--- config.mk ---
export PLATFORM = sky130hd
export DESIGN_NAME = bullet_unit
export DESIGN_NICKNAME = d
export VERILOG_FILES = /design/src/rtl/game_pkg.sv /design/src/rtl/rect_hit.sv /design/src/rtl/bullet_unit.sv
export SDC_FILE = /design/constraint.sdc
export NUM_CORES = 1
export LEC_CHECK = 0
export BUFFER_PORTS_ARGS = -buffer_cell sky130_fd_sc_hd__buf_2
export CAP_MARGIN = 20
export CORE_UTILIZATION = 31
export CTS_BUF_LIST = sky130_fd_sc_hd__clkbuf_16
export DETAILED_ROUTE_END_ITERATION = 16
export GPL_TIMING_DRIVEN = 1
export PLACE_DENSITY = 0.55
export SYNTH_ARGS = -nofsm -noshare
export SYNTH_HDL_FRONTEND = slang
export SYNTH_SLANG_ARGS = --single-unit
--- constraint.sdc ---
create_clock -name clk -period 3 [get_ports clk]
set_input_delay 0.3 -clock clk [delete_from_list [all_inputs] [get_ports clk]]
set_output_delay 0.3 -clock clk [all_outputs]
set_load 0.01 [all_outputs]
--- src/rtl/game_pkg.sv ---
// rtl/game_pkg.sv - shared sprite types and defaults for the game datapath
package game_pkg;

  typedef logic signed [15:0] coord_t;

  typedef enum logic [3:0] {
    ST_IDLE    = 4'b0001,
    ST_LAUNCH  = 4'b0010,
    ST_MOVING  = 4'b0100,
    ST_EXPIRED = 4'b1000
  } bullet_state_t;

  localparam logic [3:0] DEFAULT_COLOR = 4'hF;

endpackage

--- src/rtl/rect_hit.sv ---
// rtl/rect_hit.sv - combinational signed point-in-rectangle test for sprites
module rect_hit
  import game_pkg::*;
(
  input  coord_t x,
  input  coord_t y,
  input  coord_t w,
  input  coord_t h,
  input  coord_t px,
  input  coord_t py,
  output logic   hit
);

  coord_t x_end;
  coord_t y_end;

  assign x_end = x + w;
  assign y_end = y + h;
  assign hit   = (px >= x) && (px < x_end) && (py >= y) && (py < y_end);

endmodule

--- src/rtl/bullet_unit.sv ---
// rtl/bullet_unit.sv - player bullet launch, flight, retirement and raster hit
module bullet_unit
  import game_pkg::*;
#(
  parameter int         BULLET_W = 2,
  parameter int         BULLET_H = 8,
  parameter int         SHIP_W   = 16,
  parameter logic [3:0] COLOR    = DEFAULT_COLOR
) (
  input  logic               clk,
  input  logic               rst,
  input  logic               fire,
  input  logic               frame,
  input  logic               screen_line,
  input  logic [7:0]         speed,
  input  logic signed [15:0] screen_x,
  input  logic signed [15:0] screen_y,
  input  logic signed [15:0] spaceship_x,
  input  logic signed [15:0] spaceship_y,
  output logic               drawing,
  output logic [3:0]         pixel,
  output logic signed [15:0] bullet_x,
  output logic signed [15:0] bullet_y,
  output logic [3:0]         bullet_state
);

  localparam coord_t SPAWN_DX = coord_t'(SHIP_W / 2 - BULLET_W / 2);
  localparam coord_t BW       = coord_t'(BULLET_W);
  localparam coord_t BH       = coord_t'(BULLET_H);
  localparam coord_t EXPIRE_Y = -BH;

  bullet_state_t state;
  coord_t        next_y;
  logic          hit;
  logic          on_screen;
  logic          unused_line;

  assign unused_line  = screen_line;
  assign next_y       = bullet_y - coord_t'({8'b0, speed});
  assign on_screen    = hit && (state == ST_LAUNCH || state == ST_MOVING);
  assign bullet_state = state;

  rect_hit u_hit (
    .x  (bullet_x),
    .y  (bullet_y),
    .w  (BW),
    .h  (BH),
    .px (screen_x),
    .py (screen_y),
    .hit(hit)
  );

  always_ff @(posedge clk) begin
    if (!rst) begin
      state    <= ST_IDLE;
      bullet_x <= '0;
      bullet_y <= '0;
      drawing  <= 1'b0;
      pixel    <= '0;
    end else begin
      drawing <= on_screen;
      pixel   <= on_screen ? COLOR : 4'h0;
      case (state)
        ST_IDLE: begin
          if (fire) begin
            state    <= ST_LAUNCH;
            bullet_x <= spaceship_x + SPAWN_DX;
            bullet_y <= spaceship_y - BH;
          end
        end
        ST_LAUNCH: begin
          // The entering strobe only arms flight; movement starts on the next one.
          if (frame) state <= ST_MOVING;
        end
        ST_MOVING: begin
          if (frame) begin
            bullet_y <= next_y;
            if (next_y <= EXPIRE_Y) state <= ST_EXPIRED;
          end
        end
        ST_EXPIRED: state <= ST_IDLE;
        default:    state <= ST_IDLE;
      endcase
    end
  end

endmodule

# Yosys cells after proc, flatten, opt, wreduce, memory -nomap -nowiden
# Index checks and enable logic that the tools add are counted.
[totals] regBits=41 in_bits=77 wordCells=40
[classes] add_sub_neg=5 magnitude_cmp=5 eq_ne=7 mux=9 reduce_logical=9
[ops] cell=">= comparator 16 bit" n=2
[ops] cell="< comparator 16 bit" n=2
[ops] cell="two-way mux 16 bit" n=2
[ops] cell="case mux 16 bit (2 select lines)" n=1
[ops] cell="two-way mux 4 bit" n=5
[ops] cell="adder 16 x 3 -> 16 bit (second input constant)" n=1
[ops] cell="adder 16 x 4 -> 16 bit (second input constant)" n=1
[ops] cell="adder 16 x 5 -> 16 bit (second input constant)" n=1
[ops] cell="less-or-equal comparator 16 x 4 -> 1 bit (second input constant)" n=1
[ops] cell="subtractor 16 x 5 -> 16 bit (second input constant)" n=1
[ops] cell="subtractor 16 x 9 -> 16 bit" n=1
[ops] cell="case mux 4 bit (3 select lines)" n=1
[ops] cell="inequality test 2 bit (second input constant)" n=3
[ops] cell="== test 4 x 1 -> 1 bit (second input constant)" n=1
[ops] cell="== test 4 x 2 -> 1 bit (second input constant)" n=1
[ops] cell="== test 4 x 3 -> 1 bit (second input constant)" n=1
[ops] cell="logical AND 1 bit" n=4
[ops] cell="AND reduction 4 bit" n=1
[ops] cell="AND reduction 3 bit" n=1
[ops] cell="inequality test 2 x 1 -> 1 bit (second input constant)" n=1
[ops] cell="AND reduction 2 bit" n=1
[ops] cell="nonzero test 2 bit" n=1
[ops] cell="logical OR 1 bit" n=1

# Longest topological paths before layout
[logic_depth] word_depth=7 mapped_depth=14 ltp_nobuf=14

# By module
# From an unflattened synthesis, not the netlist that was laid out.
[unflattened] hier_cells=753 hier_area_um2=5730.5
[by_module_without_submodules] mod="rect_hit" n_inst=1 cells_each=407 area_each_um2=3032.9 seq_area_each_um2=0.0
[by_module_without_submodules] mod="bullet_unit" n_inst=1 cells_each=346 area_each_um2=2697.6 seq_area_each_um2=740.7

# Worst setup path after synthesis
# Ideal clock, no wire load.
[synth_path] kind="register to register" startpoint="reg bullet_y[11]" endpoint="reg pixel[2]" setup_time_ps=92 arrival_ps=3002 path_slack_ps=-93 stages_incl_launch_ff=14 period_less_slack_ps=3093 cell_sequence="dfxtp_1 clkbuf_1 clkinv_1 nor3_1 and3_1 nand3_1 xnor2_1 ha_1 nand4_1 nor2_1 and3_1 a2111oi_0 mux2_2 nor4_1"
[synth_between] elab_chain_cells=5 word_cells_on_any_way=7
[synth_rtl] item="from (decl)" line="bullet_unit.sv:23" rtl="output logic signed [15:0] bullet_y,"
[synth_rtl] item="from (signal assigned)" line="bullet_unit.sv:68" rtl="bullet_y <= spaceship_y - BH;"
[synth_rtl] item="from (signal assigned)" line="bullet_unit.sv:77" rtl="bullet_y <= next_y;"
[synth_rtl] item="adder 16 x 5 -> 16 bit / >= comparator 16 bit (equally long branches)" line="rect_hit.sv:18, rect_hit.sv:19"
[synth_rtl] item="< comparator 16 bit / logical AND 1 bit (equally long branches)" line="rect_hit.sv:19" rtl="assign hit = (px >= x) && (px < x_end) && (py >= y) && (py < y_end);"
[synth_rtl] item="logical AND 1 bit *" line="rect_hit.sv:19"
[synth_rtl] item="logical AND 1 bit *" line="bullet_unit.sv:40" rtl="assign on_screen = hit && (state == ST_LAUNCH || state == ST_MOVING);"
[synth_rtl] item="two-way mux 4 bit *" line="bullet_unit.sv:62" rtl="pixel <= on_screen ? COLOR : 4'h0;"
[synth_rtl] item="to (signal assigned)" line="bullet_unit.sv:62"
[synth_rtl] item="to (decl)" line="bullet_unit.sv:21" rtl="output logic [3:0] pixel,"
# Mark *: on every way between the ends. The rest lies on a longest branch, timed or not.
# A chain may end at the register's enable or synchronous reset.

# Worst setup path after layout
[layout_path] startpoint="reg bullet_y[5]" endpoint="reg pixel[2]"
# The elaborated chain is that of the path after synthesis.

==> results.yml <==
synth:
  ys_warn_count: 0
  syn_area_per_cell_um2: 7.59
  ys.flop_type: "dfxtp_1"
  ys_ff_latch: 37
  synthArstFlopShare_pct: 0
  synth.distinct_cells: 61
  synth_cells: 606
  synthTopCellsByArea: "ha_1, dfxtp_1, xnor2_1, nor2_1, a211oi_1"
  yosysTopAreaCell: "ha_1"
  ys_seq_area_share_pct: 16.1
  synth_top_cell_area_share_pct: 19.6
  synth_edf_count: 0
  synth_nets: 756
  netlist_area_um2: 4600
global_route:
  use_met3_pct: 2.15
  antenna_found_initial: 0
  grtUsageMet1_pct: 25.3
  grt_pass1_wl_mm: 21.9
  grt_pass1_vias: 4548
  grt_max_degree: 33
  use_met2_pct: 29.0
  grt.busiest_layer: "met2"
  grt_use_total_pct: 18.1
  overflow: 0
route:
  drc: 0
  initialDrtViolationCount: 250
  vias_per_cell: 5.26
  finalWirelength_mm: 13.9
  wl_per_cell_um: 15.1
  firstDrtPassIters: 4
  routed-via-count: 4836
  ant_nets: 0
final_layout:
  synthToLayoutAreaGrowth_pct: 25.5
  nets: 885
  diodes: 0
  seq_area_um2: 742
  fill_cells: 1519
  multi_input_area_um2: 3610
  drive_above_1_share_pct: 23.2
  final_util_pct: 39.9
setup_path:
  cp-startpoint: "bullet_y[5]"
  end_kind: "flip-flop"
  reg2reg_from: "bullet_y[5]"
  cp-start-kind: "flip-flop"
  crit_type: "flip-flop to flip-flop"
  crit_path_max_fanout: 3
  rr_worst_depth: 12
  arrival_ns: 2.98
  r2r_end: "pixel[2]"
  r2r_slack_ns: 0.21
  crit_end: "pixel[2]"
  required_ns: 3.19
pwr:
  powerDensity_nw_per_um2: 374
  comb_power_share_pct: 45.3
  p_seq_share_pct: 27.1
  peakVddDrop_uv: 266
  power_switching_mw: 0.809
  leakage_nw: 2.55
  switching_share_pct: 37.4
  power_mw: 2.16
  intPower_mw: 1.35
  clockPowerShare_pct: 27.6
floorplanning:
  initial_utilization_pct: 31.8
  die_y_um: 124
  die_w_um: 124
  dieArea_um2: 15300
  num_rows: 44
  coreArea_um2: 14500
  ios: 118
clock_tree:
  clk_pin_slew_ns: 0.06
  clock_path_buffers: 2
  cts_tree: "built"
  cts_root_buf: "clkbuf_16"
  numCtsBuffers: 5
  clk-insertion-delay-late_ns: 0.28
  htree_levels: 2
  cts.sinks: 37
sta:
  final.setup_skew_ns: 0.00551
  slew_violations: 0
  slew_headroom_pct: 59.9
  finalCriticalPeriod_ns: 2.79
  timing.fmax_mhz: 358
  tightest_slew_ns: 0.602
  hold_viol_final: 0
  min_period_over_period_pct: 93.1
  setup_viol: 0
outcome:
  status: "completed"
placed_design:
  place.gp.congestion: 0.958
  port_buffers: 116
  place_hpwl_mm: 11.7
worst_hold_path:
  min_path_type: "input pin to flip-flop"
flow_run:
  drv_cap: 0
registers in the layout, summed over array words and instances, names as in the netlist:
register / flops
bullet_x: 16
bullet_y: 16
bullet_state: 4
pixel: 1
timing repair:
item,4_1_cts,5_1_grt
pin swaps,0,3
buffers inserted,0,1
hold buffers,0,0
resized for setup,1,12
endpoints found under the setup margin,1,3
worst max-delay path, cell delays in order (launching register included):
cell       delay, ns
dfxtp_1         0.32
inv_1           0.06
nor3_2          0.24
and4_1          0.29
nand2_1         0.09
xnor2_1         0.13
ha_1            0.29
nand4_1         0.12
nor2_2          0.07
and3_1          0.20
a2111oi_4       0.29
mux2_2          0.37
nor4_1          0.23
final cells by class:
class	count	share of cell area (%)
Multi-Input combinational cell	494	62.5
Tap cell	184	3.99
Inverter	49	3.19
Timing Repair Buffer	148	14.6
Sequential cell	37	12.9
Clock buffer	5	2.17
Clock inverter	3	0.716
layout by cell type, fill, tap and decap left out, types with 3 or more instances in the layout:
master,instances
a31oi_1,3
inv_1,48
nor3_2,3
xnor2_1,37
nor2b_1,7
and4_1,4
and3_1,9
nand4b_1,3
a21o_1,12
or3_1,9
a311oi_1,11
o211ai_1,4
clkbuf_16,5
mux2i_1,7
dfxtp_1,36
nor2_1,53
buf_2,116
ha_1,72
nand3_1,20
nand2_1,44
nand3b_1,6
nor3_1,18
nand4_1,17
nand2b_1,8
o21ai_0,34
a211oi_1,24
o22ai_1,5
nor4_1,5
a21oi_1,21
xor2_1,11
a22oi_1,4
o21a_1,3
buf_4,31
a211o_1,3
synth_stat cells, types with 5 or more instances:
master and n:
nor3_1 21, or3_1 9, a21oi_1 22, clkbuf_1 18, nor4_1 5, xnor2_1 37
and3_1 10, a211oi_1 25, nor2b_1 7, nor2_1 55, ha_1 72, nand3_1 20
a311oi_1 11, dfxtp_1 37, o22ai_1 5, o21ai_0 34, nand4_1 17, mux2i_1 7
a21o_1 12, nand2_1 44, xor2_1 11, nand2b_1 8, inv_1 48, nand3b_1 6
cell families (layout without fill, tap and decap cells):
family | Yosys count | in the layout | share of synthesized area, %
simple gates | 219 | 219 | 24.6
compound gates | 145 | 145 | 21.5
buf+inv | 75 | 205 | 6.64
fa+ha+maj | 73 | 73 | 20.0
xor+xnor | 48 | 48 | 9.14
flops | 37 | 37 | 16.1
mux | 9 | 9 | 2.01
routing by layer:
metal / up-vias / routed length [um] / part of all wire (%)
li1: 2487 / - / -
met1: 2214 / 6800 / 49
met2: 126 / 6210 / 45
met3: 9 / 696 / 5.0
met4: 0 / 154 / 1.1
met5: - / 0 / 0
metrics by stage:
step | area (um2) | hold slack (ns) | cells | setup TNS (ns) | setup WS (ns)
6_report | 5770 | 0.227 | 920 | 0 | 0.207
5_1_grt | 5770 | 0.238 | 920 | -0.0161 | -0.0161
4_1_cts | 5690 | 0.221 | 918 | 0 | 0.00322
3_5_place_dp | 5520 | 0.507 | 910 | -0.0294 | -0.0294
3_3_place_gp | 5520 | 0.502 | 910 | -0.00620 | -0.00620
2_1_floorplan | 4600 | 0.384 | 606 | 0 | 0.00741
power by group through the flow:
| stage | Sequential (mW) | Combinational [mW] | Clock, mW |
|---|---|---|---|
| 3_5_place_dp | 0.595 | 0.962 | 0 |
| 2_1_floorplan | 0.618 | 0.602 | 0 |
| 5_1_grt | 0.592 | 1.10 | 0.631 |
| 4_1_cts | 0.585 | 0.968 | 0.612 |
| 6_report | 0.586 | 0.980 | 0.595 |
| 3_3_place_gp | 0.594 | 0.939 | 0 |
worst min path at each step:
stage / from / end / cells after the start / slack, ns
3_5_place_dp: bullet_y[0] / bullet_y[0] / 2 / 0.51
6_report: spaceship_x[0] / bullet_x[0] / 2 / 0.23
4_1_cts: spaceship_x[0] / bullet_x[0] / 2 / 0.22
3_3_place_gp: bullet_y[0] / bullet_y[0] / 2 / 0.50
5_1_grt: spaceship_x[0] / bullet_x[0] / 2 / 0.24
2_1_floorplan: rst / bullet_state[0] / 1 / 0.38
Note: power is estimated with default switching activity, not from simulation.
